[src/rtl/multiplicador_secuencial.sv]
// Sequential signed fixed-point multiplier: one radix-2 shift-add step per cycle on the
// operand magnitudes, sign applied at the end, with saturation of the single overflow case.
module multiplicador_secuencial #(
    parameter int cant_bits = 25,
    parameter int ent       = 10,
    parameter int frac      = 14
) (
    input  logic                      clk,
    input  logic                      reset,
    input  logic                      start,
    input  logic [cant_bits-1:0]      a,
    input  logic [cant_bits-1:0]      b,
    output logic [2*ent+2*frac:0]     producto,
    output logic                      done,
    output logic                      busy
);

    localparam int PW = 2*ent + 2*frac + 1;
    localparam int AW = 2*cant_bits;
    localparam int CW = $clog2(cant_bits + 1);

    localparam logic [AW-1:0] MAX_POS = {{(AW-PW+1){1'b0}}, {(PW-1){1'b1}}};

    typedef enum logic [1:0] {
        IDLE = 2'd0,
        CALC = 2'd1,
        FIN  = 2'd2
    } state_t;

    state_t                state;
    state_t                state_next;
    logic [CW-1:0]         cnt;
    logic [AW-1:0]         mcand;
    logic [cant_bits-1:0]  mplier;
    logic [AW-1:0]         acc;
    logic                  neg;

    logic [cant_bits-1:0]  a_mag;
    logic [cant_bits-1:0]  b_mag;
    logic [AW-1:0]         acc_sum;
    logic [AW-1:0]         acc_signed;
    logic [PW-1:0]         result;
    logic                  last;

    // Magnitudes fit in cant_bits unsigned bits, including the most negative operand.
    assign a_mag = a[cant_bits-1] ? (~a + cant_bits'(1)) : a;
    assign b_mag = b[cant_bits-1] ? (~b + cant_bits'(1)) : b;

    assign acc_sum    = acc + (mplier[0] ? mcand : '0);
    assign acc_signed = neg ? (~acc_sum + AW'(1)) : acc_sum;
    assign last       = (cnt == CW'(cant_bits - 1));

    // Only min*min exceeds the positive range; it clamps to the largest representable value.
    always_comb begin
        result = acc_signed[PW-1:0];
        if (!neg && (acc_sum > MAX_POS)) begin
            result = MAX_POS[PW-1:0];
        end
    end

    always_ff @(posedge clk) begin
        if (reset) begin
            state <= IDLE;
        end else begin
            state <= state_next;
        end
    end

    always_comb begin
        state_next = state;
        done       = 1'b0;
        busy       = 1'b0;
        case (state)
            IDLE: begin
                if (start) begin
                    state_next = CALC;
                end
            end
            CALC: begin
                busy = 1'b1;
                if (last) begin
                    state_next = FIN;
                end
            end
            FIN: begin
                busy       = 1'b1;
                done       = 1'b1;
                state_next = IDLE;
            end
            default: begin
                state_next = IDLE;
            end
        endcase
    end

    always_ff @(posedge clk) begin
        if (reset) begin
            cnt      <= '0;
            mcand    <= '0;
            mplier   <= '0;
            acc      <= '0;
            neg      <= 1'b0;
            producto <= '0;
        end else begin
            case (state)
                IDLE: begin
                    if (start) begin
                        mcand  <= {{cant_bits{1'b0}}, a_mag};
                        mplier <= b_mag;
                        acc    <= '0;
                        cnt    <= '0;
                        neg    <= a[cant_bits-1] ^ b[cant_bits-1];
                    end
                end
                CALC: begin
                    acc    <= acc_sum;
                    mcand  <= mcand << 1;
                    mplier <= mplier >> 1;
                    cnt    <= cnt + CW'(1);
                    if (last) begin
                        producto <= result;
                    end
                end
                default: begin
                end
            endcase
        end
    end

endmodule

[config.mk]
export PLATFORM = sky130hd
export DESIGN_NAME = multiplicador_secuencial
export DESIGN_NICKNAME = d
export VERILOG_FILES = /design/src/rtl/multiplicador_secuencial.sv
export SDC_FILE = /design/constraint.sdc
export NUM_CORES = 1
export LEC_CHECK = 0
export CAP_MARGIN = 20
export CORE_MARGIN = 2
export CORE_UTILIZATION = 46
export DETAILED_ROUTE_END_ITERATION = 10
export PLACE_DENSITY = 0.77
export SLEW_MARGIN = 10
export SYNTH_ARGS = -nofsm -noshare
export SYNTH_HDL_FRONTEND = slang
export SYNTH_SLANG_ARGS = --single-unit
[constraint.sdc]
create_clock -name clk -period 4 [get_ports clk]
set_input_delay 0.8 -clock clk [delete_from_list [all_inputs] [get_ports clk]]
set_output_delay 0.8 -clock clk [all_outputs]
set_load 0.005 [all_outputs]
### Word level (Yosys, flattened, before mapping)

Cells that the tools add are included.

| cells by class | value |
|---|---|
| bitwise logic cells | 4 |
| divide/modulo/power cells | 0 |
| multiply operators | 0 |
| shifts and indexed selects | 0 |
| mux-type cells | 18 |
| add/subtract/negate cells | 5 |
| equality and inequality tests | 5 |
| reduce and logical (&&, ||, !) cells | 9 |
| magnitude comparators | 1 |

Operators with widths:

| kind | number |
|---|---|
| one-hot mux 50 bit (2 select lines) | 2 |
| 2-to-1 mux 50 bit | 3 |
| 2-to-1 mux 49 bit | 2 |
| 2-to-1 mux 25 bit | 3 |
| adder 25 x 1 -> 25 bit, second input constant | 2 |
| adder 50 bit | 1 |
| > comparator 50 x 48 -> 1 bit, second input constant | 1 |
| NOT 25 bit | 2 |
| one-hot mux 25 bit (2 select lines) | 1 |
| adder 49 x 1 -> 49 bit, second input constant | 1 |
| NOT 49 bit | 1 |
| one-hot mux 5 bit (2 select lines) | 1 |
| AND reduction 2 bit | 4 |
| adder 5 x 1 -> 5 bit, second input constant | 1 |
| == test 5 bit, second input constant | 1 |
| 2-to-1 mux 5 bit | 1 |
| 2-to-1 mux 2 bit | 2 |
| inequality test 2 bit, second input constant | 2 |
| one-hot mux 2 bit (2 select lines) | 1 |
| == test 2 x 1 -> 1 bit, second input constant | 1 |
| == test 2 bit, second input constant | 1 |
| zero test 2 bit | 1 |
| 2-to-1 mux 1 bit | 2 |
| nonzero test 2 bit | 1 |
| other kinds (4) | 4 |

| word-level totals | value |
|---|---|
| input bits | 53 |
| memory bits (read-only) | 0 |
| bits in latches | 0 |
| flip-flop bits (word level) | 182 |
| memories | 0 |
| logic and storage cells | 49 |
| bits in writable memories | 0 |

### Depth between registers and ports, before layout

Gate-level depths: netlist of the first run.

| logic depth | value |
|---|---|
| depth in word-level cells | 6 |
| mapped depth | 18 |

### Worst setup path before layout of the first run

OpenSTA, ideal clock, no wires.

| path | value |
|---|---|
| kind | register to register |
| from | register mplier[0] |
| to | register producto[36] |
| arrival time | 3.902 ns |
| buffers on the path | 1 |
| stages on the path, launching flop included | 17 |
| setup slack | 0.012 ns |
| period minus slack after synthesis | 3.988 ns |
| path through | dfxtp_1 -> clkbuf_1 -> and2_1 -> ha_1 -> inv_1 -> fa_1 -> nor2b_1 -> o22ai_2 -> xnor2_1 -> or4b_4 -> nor4_4 -> nand4b_1 -> nor4_4 -> nand3_2 -> o31ai_1 -> xor2_1 -> a211oi_1 |

| between the ends | value |
|---|---|
| word-level cells in the longest chain between the ends | 6 |
| elaborated cells between the ends (all ways) | 8 |

RTL lines:

| item | line | text |
|---|---|---|
| start, declared | 34 | `logic [cant_bits-1:0] mplier;` |
| start signal, assigned | 109 | `mplier <= b_mag;` |
| start signal, assigned | 118 | `mplier <= mplier >> 1;` |
| 2-to-1 mux 50 bit (*) | 49 | `assign acc_sum = acc + (mplier[0] ? mcand : '0);` |
| adder 50 bit (*) | 49 |  |
| NOT 49 bit | 50 | `assign acc_signed = neg ? (~acc_sum + AW'(1)) : acc_sum;` |
| adder 49 x 1 -> 49 bit | 50 |  |
| 2-to-1 mux 49 bit | 50 |  |
| 2-to-1 mux 49 bit (*) | 56 | `if (!neg && (acc_sum > MAX_POS)) begin` |
| end signal, assigned | 121 | `producto <= result;` |
| end, declared | 13 | `output logic [2*ent+2*frac:0] producto,` |

Mark *: on every way between the ends. The rest lies on a longest branch, timed or not.
A chain may end at the register's enable or synchronous reset.

### Final worst setup path of the first run

Ends and elaborated chain as after synthesis.

==> flow_summary.ini, run 1 <==
[die]
rows = 60
die_area_um2 = 28800
die_h_um = 170
fp.coreArea_um2 = 27000
pin_count = 104
die_w_um = 170
initial_core_util_pct = 46.9

[yosys]
synth_xor_area_share_pct = 8.87
ys.flop_type = dfxtp_1
ys_seq_area_share_pct = 28.8
synth_compound_area_share_pct = 27.3
synth_top_family_by_area = compound AO/OA/AOI/OAI gates
synth_edf_count = 0
synth_fp_nets = 1770
ys_types = 84
synthAdderAreaFrac_pct = 5.90
syn-instance-count = 1658
syn_area_um2 = 12600
synth_top_area_share_pct = 28.8
ys_ff_latch = 182
yosys-mux-area-fraction_pct = 0.495
async_flop_share_pct = 0
synthSimpleGateAreaFrac_pct = 24.3
ys_top_cells_by_area = dfxtp_1 (29%), nand2_1 (6.5%), nor2_1 (6.0%)
yosys.area.top_type = dfxtp_1
avgSynthCellArea_um2 = 7.62
ys_warn_count = 0

[finish]
n_antenna_cell = 0
area_delta_synth_final_pct = 40.9
drive_above_1_share_pct = 26.6
n_fill_cell = 2085
final_cell_mix = buf_4 (259), nand2_1 (211), nor2_1 (197)
mostFrequentLayoutCell = buf_4
fin_nets = 2067

[flow_run]
maxCapViolations = 0

[worst_setup_path]
crit_chain = buf_6 -> and2_1 -> ha_2 -> buf_4 -> nand2_1 -> o21ai_0 -> o2bb2ai_1 -> buf_4 -> o31a_1 -> o211a_1 -> a211o_1 -> nor4_4 -> buf_4 -> buf_6 -> nand3_4 -> o31ai_4 -> xor2_1 -> a211oi_1
reg2reg_slack_ns = -0.11
cp_slowest_stage_delay_ns = 0.36
critPathCaptureType = register
critPathMaxFanout = 18
critPathLaunchType = register
cp.required_ns = 4.27
crit_path_frequent_cell = buf_4
setup.worst_path.start = mplier[0]
worst_ep_arrival_time_ns = 4.39
slowest_stage = dfxtp_2
r2r_start = mplier[0]
r2r_end = producto[36]
r2r_cells = 18
critPathKind = register to register

[sta]
setup_tns_ns = -0.615
relSlewSlack_pct = 26.1
finalCriticalPeriod_ns = 4.11
hold_viol_final = 0
layout_setup_ws_ns = -0.112
slew_violations = 0
fmaxAchievable_mhz = 243
post-route-period-util_pct = 103
setup-violations-final = 12
holdWs_ns = 0.451
rsz0062_at_grt = yes
tightest_slew_ns = 1.11
finClkSkew_ns = 0.0146

[outcome]
outcome = finished, violations left
violations = setup timing

[cts]
cts_tree = built
clock_path_buffers = 2
root_buffer = clkbuf_16
path_clk_slew_ns = 0.08
clkSinkCount = 182
htreeDepth = 4
clk_latency_ns = 0.44
hold_buffers = 0
numCtsBuffers = 17

[hold_path]
min_from = mplier[23]
hp-class = register to register
min_to = mplier[23]
worst_hold_path.num_cells = 2

[placed_design]
portBuffers = 103
detailed_place_hpwl_mm = 28.4
gp_congestion = 0.940

[power]
pwr_density_cell_nw_per_um2 = 279
leakagePower_nw = 6.96
max-vdd-ir-drop_v = 0.000267

[grt]
antenna_found_initial = 0
grt_pass1_wl_mm = 63.0
gr-total-overflow = 0
grt_max_degree = 138
first_global_vias = 12400
grt.total_usage_pct = 26.8

[route]
first_pass_iters = 6
wl_per_cell_um = 18.1
routed_wl_mm = 41.7
viasPerCell = 5.82
vias = 13400
drtIter0Drc = 1266
drc = 0
final_antenna_net_count = 0
-- synth_stat cells (7+ instances only) --
library cell  number
xor2_1            83
o31ai_2            7
o31ai_1           23
nor3_1            27
and2_1            61
xnor2_1           45
ha_1              58
and4_1             7
o211ai_1          18
or2_2              7
clkbuf_1          92
o21ai_1           18
nand2b_1          10
dfxtp_1          182
a211oi_2          10
nor2_1           203
or4_1             10
buf_2             12
o21bai_1           9
a22oi_1           72
nand4_1           21
inv_1             28
a21oi_1          120
nand2_1          218
a21o_1             9
a211oi_1          49
nand3_1           14
o21a_1            10
o21ai_0           91
or3_1             21
-- worst max path at each step --
stage / end / slack, ns / cells after the start
2_1_floorplan: producto[36] / 0.01 / 16
4_1_cts: producto[37] / -0.01 / 18
3_5_place_dp: producto[37] / -0.18 / 15
5_1_grt: producto[36] / -0.26 / 18
3_3_place_gp: producto[39] / -0.11 / 16
6_report: producto[36] / -0.11 / 18
-- flip-flops by register name (all words and copies together), names as in the netlist --
name      count
neg           1
producto     49
state         2
mcand        50
cnt           5
mplier       25
acc          50
-- worst max-delay path, delay by kind of cell (launching register included) --
kind            cells  cell delay [ns]
buf+inv             5             0.79
fa+ha+maj           1             0.33
compound gates      7             1.65
xor+xnor            1             0.17
simple gates        4             0.63
flops               1             0.36
-- per-stage QoR --
| step | std cells | total power, mW | instance area, µm² | worst slack (ns) | utilization (%) |
|---|---|---|---|---|---|
| final | 2309 | 4.97 | 17800 | -0.112 | 66.0 |
| after global routing | 2309 | 5.15 | 17800 | -0.258 | 66.0 |
| after CTS | 2278 | 4.84 | 16600 | -0.0111 | 61.6 |
| after detailed placement | 2233 | 2.91 | 15500 | -0.183 | 57.6 |
| after global placement | 2233 | 2.89 | 15500 | -0.111 | 57.6 |
| after floorplan | 1658 | 2.54 | 12600 | 0.0125 | - |
-- kinds of logic after synthesis --
family	count (synthesis)
xor gates and xnor gates	128
DFF	182
muxes	6
buffers and inverters	137
AOI/OAI and AO/OA	505
adders and majority gates	59
and+or+nand+nor	641
-- per-layer routing --
| metal | share of wire [%] | global-route usage (%) | vias up |
|---|---|---|---|
| met4 | 1.9 | 6.54 | 0 |
| met5 | 0 | 0 | - |
| met2 | 46 | 43.6 | 466 |
| met3 | 7.2 | 4.57 | 64 |
| li1 | - | - | 6531 |
| met1 | 45 | 37.0 | 6366 |
-- final cells by class --
| type | instances | area (µm²) | area share, % |
|---|---|---|---|
| multi-input cells | 1339 | 9580 | 53.8 |
| flip-flops and latches | 182 | 3650 | 20.5 |
| repair buffers | 387 | 3390 | 19.0 |
| clock buffers | 20 | 467 | 2.62 |
| well taps | 341 | 427 | 2.40 |
| clock inverters | 12 | 183 | 1.03 |
| inverters | 28 | 105 | 0.591 |
-- power by group --
part	internal [mW]	switching [mW]	leakage, nW
Combinational	0.517	0.660	5.17
Clock	1.06	0.823	0.319
Sequential	1.87	0.0440	1.47
Total	3.44	1.53	6.96
-- timing repair --
action                     4_1_cts  5_1_grt
hold endpoints to repair         0        0
buffers inserted                13       25
setup endpoints to repair       49       49
resized for setup               67      168
pin swaps                       29       72
cloned                           1        5
Note: power is estimated with default switching activity, not from simulation.
==> run 2, diff against run 1 <==
--- a/config.mk
+++ b/config.mk
@@ -10,6 +10,7 @@
 export CORE_UTILIZATION = 46
 export DETAILED_ROUTE_END_ITERATION = 10
 export PLACE_DENSITY = 0.77
+export REMOVE_ABC_BUFFERS = 1
 export SLEW_MARGIN = 10
 export SYNTH_ARGS = -nofsm -noshare
 export SYNTH_HDL_FRONTEND = slang
==> flow_summary.ini, run 2 (synthesis results as in run 1) <==
[worst_setup_path]
critPathLaunchType = register
critPathMaxFanout = 18
worst_ep_arrival_time_ns = 4.43
cp.required_ns = 4.35
critPathCaptureType = register
critPathKind = register to register

[grt]
gr-total-overflow = 0
grt_max_degree = 96
top_usage_layer = met2
use_met1_pct = 37.4
grt_pass1_wl_mm = 61.1
first_global_vias = 12000
grt.total_usage_pct = 26.1
gr-usage-met3_pct = 5.88
use_met2_pct = 40.5
antenna_found_initial = 0

[sta]
hold_viol_final = 0
tightest_slew_ns = 0.927
fmaxAchievable_mhz = 245
layout_setup_ws_ns = -0.0867
rsz0062_at_grt = yes
finalCriticalPeriod_ns = 4.09
slew_violations = 0
finClkSkew_ns = 0.0201
setup-violations-final = 4
post-route-period-util_pct = 102
relSlewSlack_pct = 38.2

[die]
pin_count = 104
fp.coreArea_um2 = 27000
rows = 60
die_area_um2 = 28800
initial_core_util_pct = 46.9
die_w_um = 170
die_h_um = 170

[cts]
numCtsBuffers = 17
root_buffer = clkbuf_16
clkSinkCount = 182
cts_tree = built
htreeDepth = 4
path_clk_slew_ns = 0.08
clk_latency_ns = 0.44
hold_buffers = 0
clock_path_buffers = 2

[placed_design]
placed_cells = 2176
detailed_place_hpwl_mm = 28.1
pre_cts_slack_ns = -0.196
place_area_um2 = 15200
gp_congestion = 0.957
portBuffers = 103

[finish]
fin_nets = 1993
drive_above_1_share_pct = 21.0
final_cell_mix = nand2_1 (214), nor2_1 (201), buf_4 (195)
n_antenna_cell = 0
mostFrequentLayoutCell = nand2_1
area_delta_synth_final_pct = 32.7
finalNonFillerCells = 2235
fin_area_um2 = 16800
reg_top3 = acc x50, mcand x50, producto x49

[route]
wl_per_cell_um = 17.4
routed_wl_mm = 38.9
vias = 13000
drc = 0
viasPerCell = 5.81
drtIter0Drc = 1109
final_antenna_net_count = 0
first_pass_iters = 8

[flow_run]
maxCapViolations = 0

[outcome]
outcome = finished, violations left
violations = setup timing

[power]
max-vdd-ir-drop_v = 0.000263
power_mw = 4.76
leakagePower_nw = 6.47
pwr_density_cell_nw_per_um2 = 284

[hold_path]
hp-class = register to register
run 2: cell type report:
| class | count | area, µm² |
|---|---|---|
| multi-input cells | 1339 | 9190 |
| repair buffers | 313 | 2780 |
| clock inverters | 14 | 180 |
| well taps | 341 | 427 |
| fillers | 2294 | 10200 |
| clock buffers | 18 | 439 |
| flip-flops and latches | 182 | 3650 |
| inverters | 28 | 105 |
run 2: worst paths after layout:
check | cells past startpoint | startpoint | slack (ns) | end
setup reg to reg | 17 | mplier[0] | -0.09 | producto[47]
setup / recovery | 17 | mplier[0] | -0.09 | producto[47]
hold / removal | 2 | mplier[12] | 0.45 | mplier[12]
hold reg to reg | 2 | mplier[12] | 0.45 | mplier[12]
run 2: what timing repair did:
| item | 4_1_cts | 5_1_grt |
|---|---|---|
| pin swaps | 15 | 39 |
| setup buffers | 8 | 17 |
| resized for setup | 38 | 113 |
| endpoints found under the setup margin | 49 | 49 |
| cloned | 1 | 0 |
run 2: power breakdown:
part / total (mW) / switching [mW] / internal (mW) / leakage, nW
sequential: 1.91 / 0.0465 / 1.87 / 1.47
combinational: 1.08 / 0.625 / 0.454 / 4.69
clock: 1.77 / 0.846 / 0.921 / 0.305
total: 4.76 / 1.52 / 3.24 / 6.47
run 2: metrics by stage:
stage                     TNS, ns  util (%)  hold slack [ns]
after floorplan           -155.33         -            0.421
after global placement     -0.436      56.2            0.438
after detailed placement    -2.25      56.2            0.444
after CTS                 -0.0507      59.6            0.456
after global routing        -4.31      62.2            0.474
final                      -0.136      62.2            0.455
run 2: worst max-delay path, stage by stage (launching register included):
cell,delay [ns]
dfxtp_2,0.33
buf_12,0.14
buf_4,0.15
and2_1,0.16
ha_2,0.40
nand4_1,0.16
nor4_1,0.42
o21ai_2,0.14
buf_4,0.17
nand4_1,0.18
a2111oi_2,0.10
buf_4,0.15
o31a_1,0.32
buf_4,0.14
xnor2_1,0.47
buf_4,0.26
xor2_1,0.07
a211oi_1,0.23
run 2: per-layer routing:
metal	vias to the layer above	routed length [µm]
li1	6391	-
met1	6161	18600
met2	411	17300
met3	32	2630
met4	0	425
met5	-	0
==> run 3, diff against run 2 <==
--- a/config.mk
+++ b/config.mk
@@ -8,8 +8,9 @@
 export CAP_MARGIN = 20
 export CORE_MARGIN = 2
 export CORE_UTILIZATION = 46
+export CTS_BUF_LIST = sky130_fd_sc_hd__clkbuf_2
 export DETAILED_ROUTE_END_ITERATION = 10
-export PLACE_DENSITY = 0.77
+export PLACE_DENSITY = 0.75
 export REMOVE_ABC_BUFFERS = 1
 export SLEW_MARGIN = 10
 export SYNTH_ARGS = -nofsm -noshare
==> constraint.sdc (replaced) <==
create_clock -name clk -period 4.9 [get_ports clk]
set_input_delay 0.98 -clock clk [delete_from_list [all_inputs] [get_ports clk]]
set_output_delay 0.98 -clock clk [all_outputs]
set_load 0.005 [all_outputs]
==> flow_summary.ini, run 3 (synthesis results as in run 1) <==
[grt]
antenna_found_initial = 1
grt_pass1_wl_mm = 54.9
first_global_vias = 11000
gr-total-overflow = 0
grt.total_usage_pct = 23.2
grt_max_degree = 103

[cts]
root_buffer = clkbuf_2
clkSinkCount = 182
clock_path_buffers = 2
numCtsBuffers = 17
path_clk_slew_ns = 0.27
postCtsSetupRepairBufs = 0
htreeDepth = 4
clk_latency_ns = 0.80
cts_tree = built
hold_buffers = 0

[power]
max-vdd-ir-drop_v = 0.000109
leakagePower_nw = 5.26
pwr_density_cell_nw_per_um2 = 216

[finish]
n_fill_cell = 2631
finalNonFillerCells = 2049
mostFrequentLayoutCell = nand2_1
drive_above_1_share_pct = 6.68
multiInputGateArea_um2 = 8490
fin_area_um2 = 14200
regArea_um2 = 3650
reg_top3 = acc x50, mcand x50, producto x49
utilization_pct = 52.5
final_cell_mix = nand2_1 (218), nor2_1 (203), dfxtp_1 (180)
fin_nets = 1806
area_delta_synth_final_pct = 12.1

[route]
drtIter0Drc = 1029
final_antenna_net_count = 0
routed_wl_mm = 33.0
vias = 11900
drc = 0
viasPerCell = 5.82
first_pass_iters = 5
wl_per_cell_um = 16.1

[worst_setup_path]
cp_slowest_stage_delay_ns = 0.51
critPathLaunchType = register
critPathMaxFanout = 16
cp.required_ns = 5.60
critPathBufInv = 1
critPathKind = register to register
critPathTopFamily = simple AND/OR/NAND/NOR gates
crit_chain = and2_1 -> ha_1 -> inv_1 -> fa_1 -> nor2b_1 -> o211a_1 -> o21ai_1 -> xnor2_1 -> nor4_2 -> nand4_1 -> nor4_4 -> nand2_2 -> o41ai_1 -> xor2_1 -> a211oi_1
worst_ep_arrival_time_ns = 5.11
slowest_stage = dfxtp_2
critPathCaptureType = register

[flow_run]
maxCapViolations = 0

[sta]
tightest_slew_ns = 1.01
setup-violations-final = 0
holdWs_ns = 0.472
fmaxAchievable_mhz = 227
finClkSkew_ns = 0.0484
hold_viol_final = 0
rsz0062_at_grt = no
slew_violations = 0
layout_setup_ws_ns = 0.491
relSlewSlack_pct = 32.6
post-route-period-util_pct = 90.0
finalCriticalPeriod_ns = 4.41

[die]
die_area_um2 = 28800
die_w_um = 170
initial_core_util_pct = 46.9
rows = 60
fp.coreArea_um2 = 27000
die_h_um = 170
pin_count = 104

[placed_design]
place_area_um2 = 13900
pre_cts_slack_ns = 0.412
portBuffers = 103
gp_congestion = 0.957
detailed_place_hpwl_mm = 24.6
placed_cells = 2015

[hold_path]
hp-class = register to register

[outcome]
outcome = finished, final reports clean
[run 3: routing by layer]
layer  vias up  GRT usage [%]  share of wire [%]
met5         -              0                  0
met4         0           5.20                1.3
met3        32           4.22                6.5
met2       354           34.8                 42
met1      5523           34.5                 50
li1       6018              -                  -
[run 3: what timing repair did]
item | CTS | global route
endpoints found under the setup margin | 0 | 49
gates resized for setup | 0 | 4
endpoints found under the hold margin | 0 | 0
[run 3: cell type report]
type                       count  share of cell area (%)
sequential                   182                    25.7
clock buffer                  17                   0.601
inverter                      28                   0.742
multi-input combinational   1339                    59.9
antenna                        1                  0.0177
clock inverter                15                    1.18
timing repair buffer         126                    8.77
tap                          341                    3.01
[run 3: through the flow]
step / TNS, ns / total power, mW
2_1_floorplan: -44.54 / 2.03
3_3_place_gp: 0 / 2.25
3_5_place_dp: 0 / 2.26
4_1_cts: 0 / 3.09
5_1_grt: 0 / 3.24
6_report: 0 / 3.06
[run 3: report_power, final]
group | internal (mW) | switching, mW
clock | 0.249 | 0.577
sequential | 1.53 | 0.0431
combinational | 0.251 | 0.414
[run 3: worst paths after layout]
kind | startpoint | endpoint | slack [ns] | cells past startpoint
setup / recovery | mplier[0] | producto[37] | 0.49 | 15
hold / removal | mplier[22] | mplier[22] | 0.47 | 2
setup reg to reg | mplier[0] | producto[37] | 0.49 | 15
hold reg to reg | mplier[22] | mplier[22] | 0.47 | 2
[run 3: worst min-delay path: stages (launching register included)]
cell and delay (ns):
dfxtp_1 0.38, nand2_1 0.05, a21oi_1 0.05
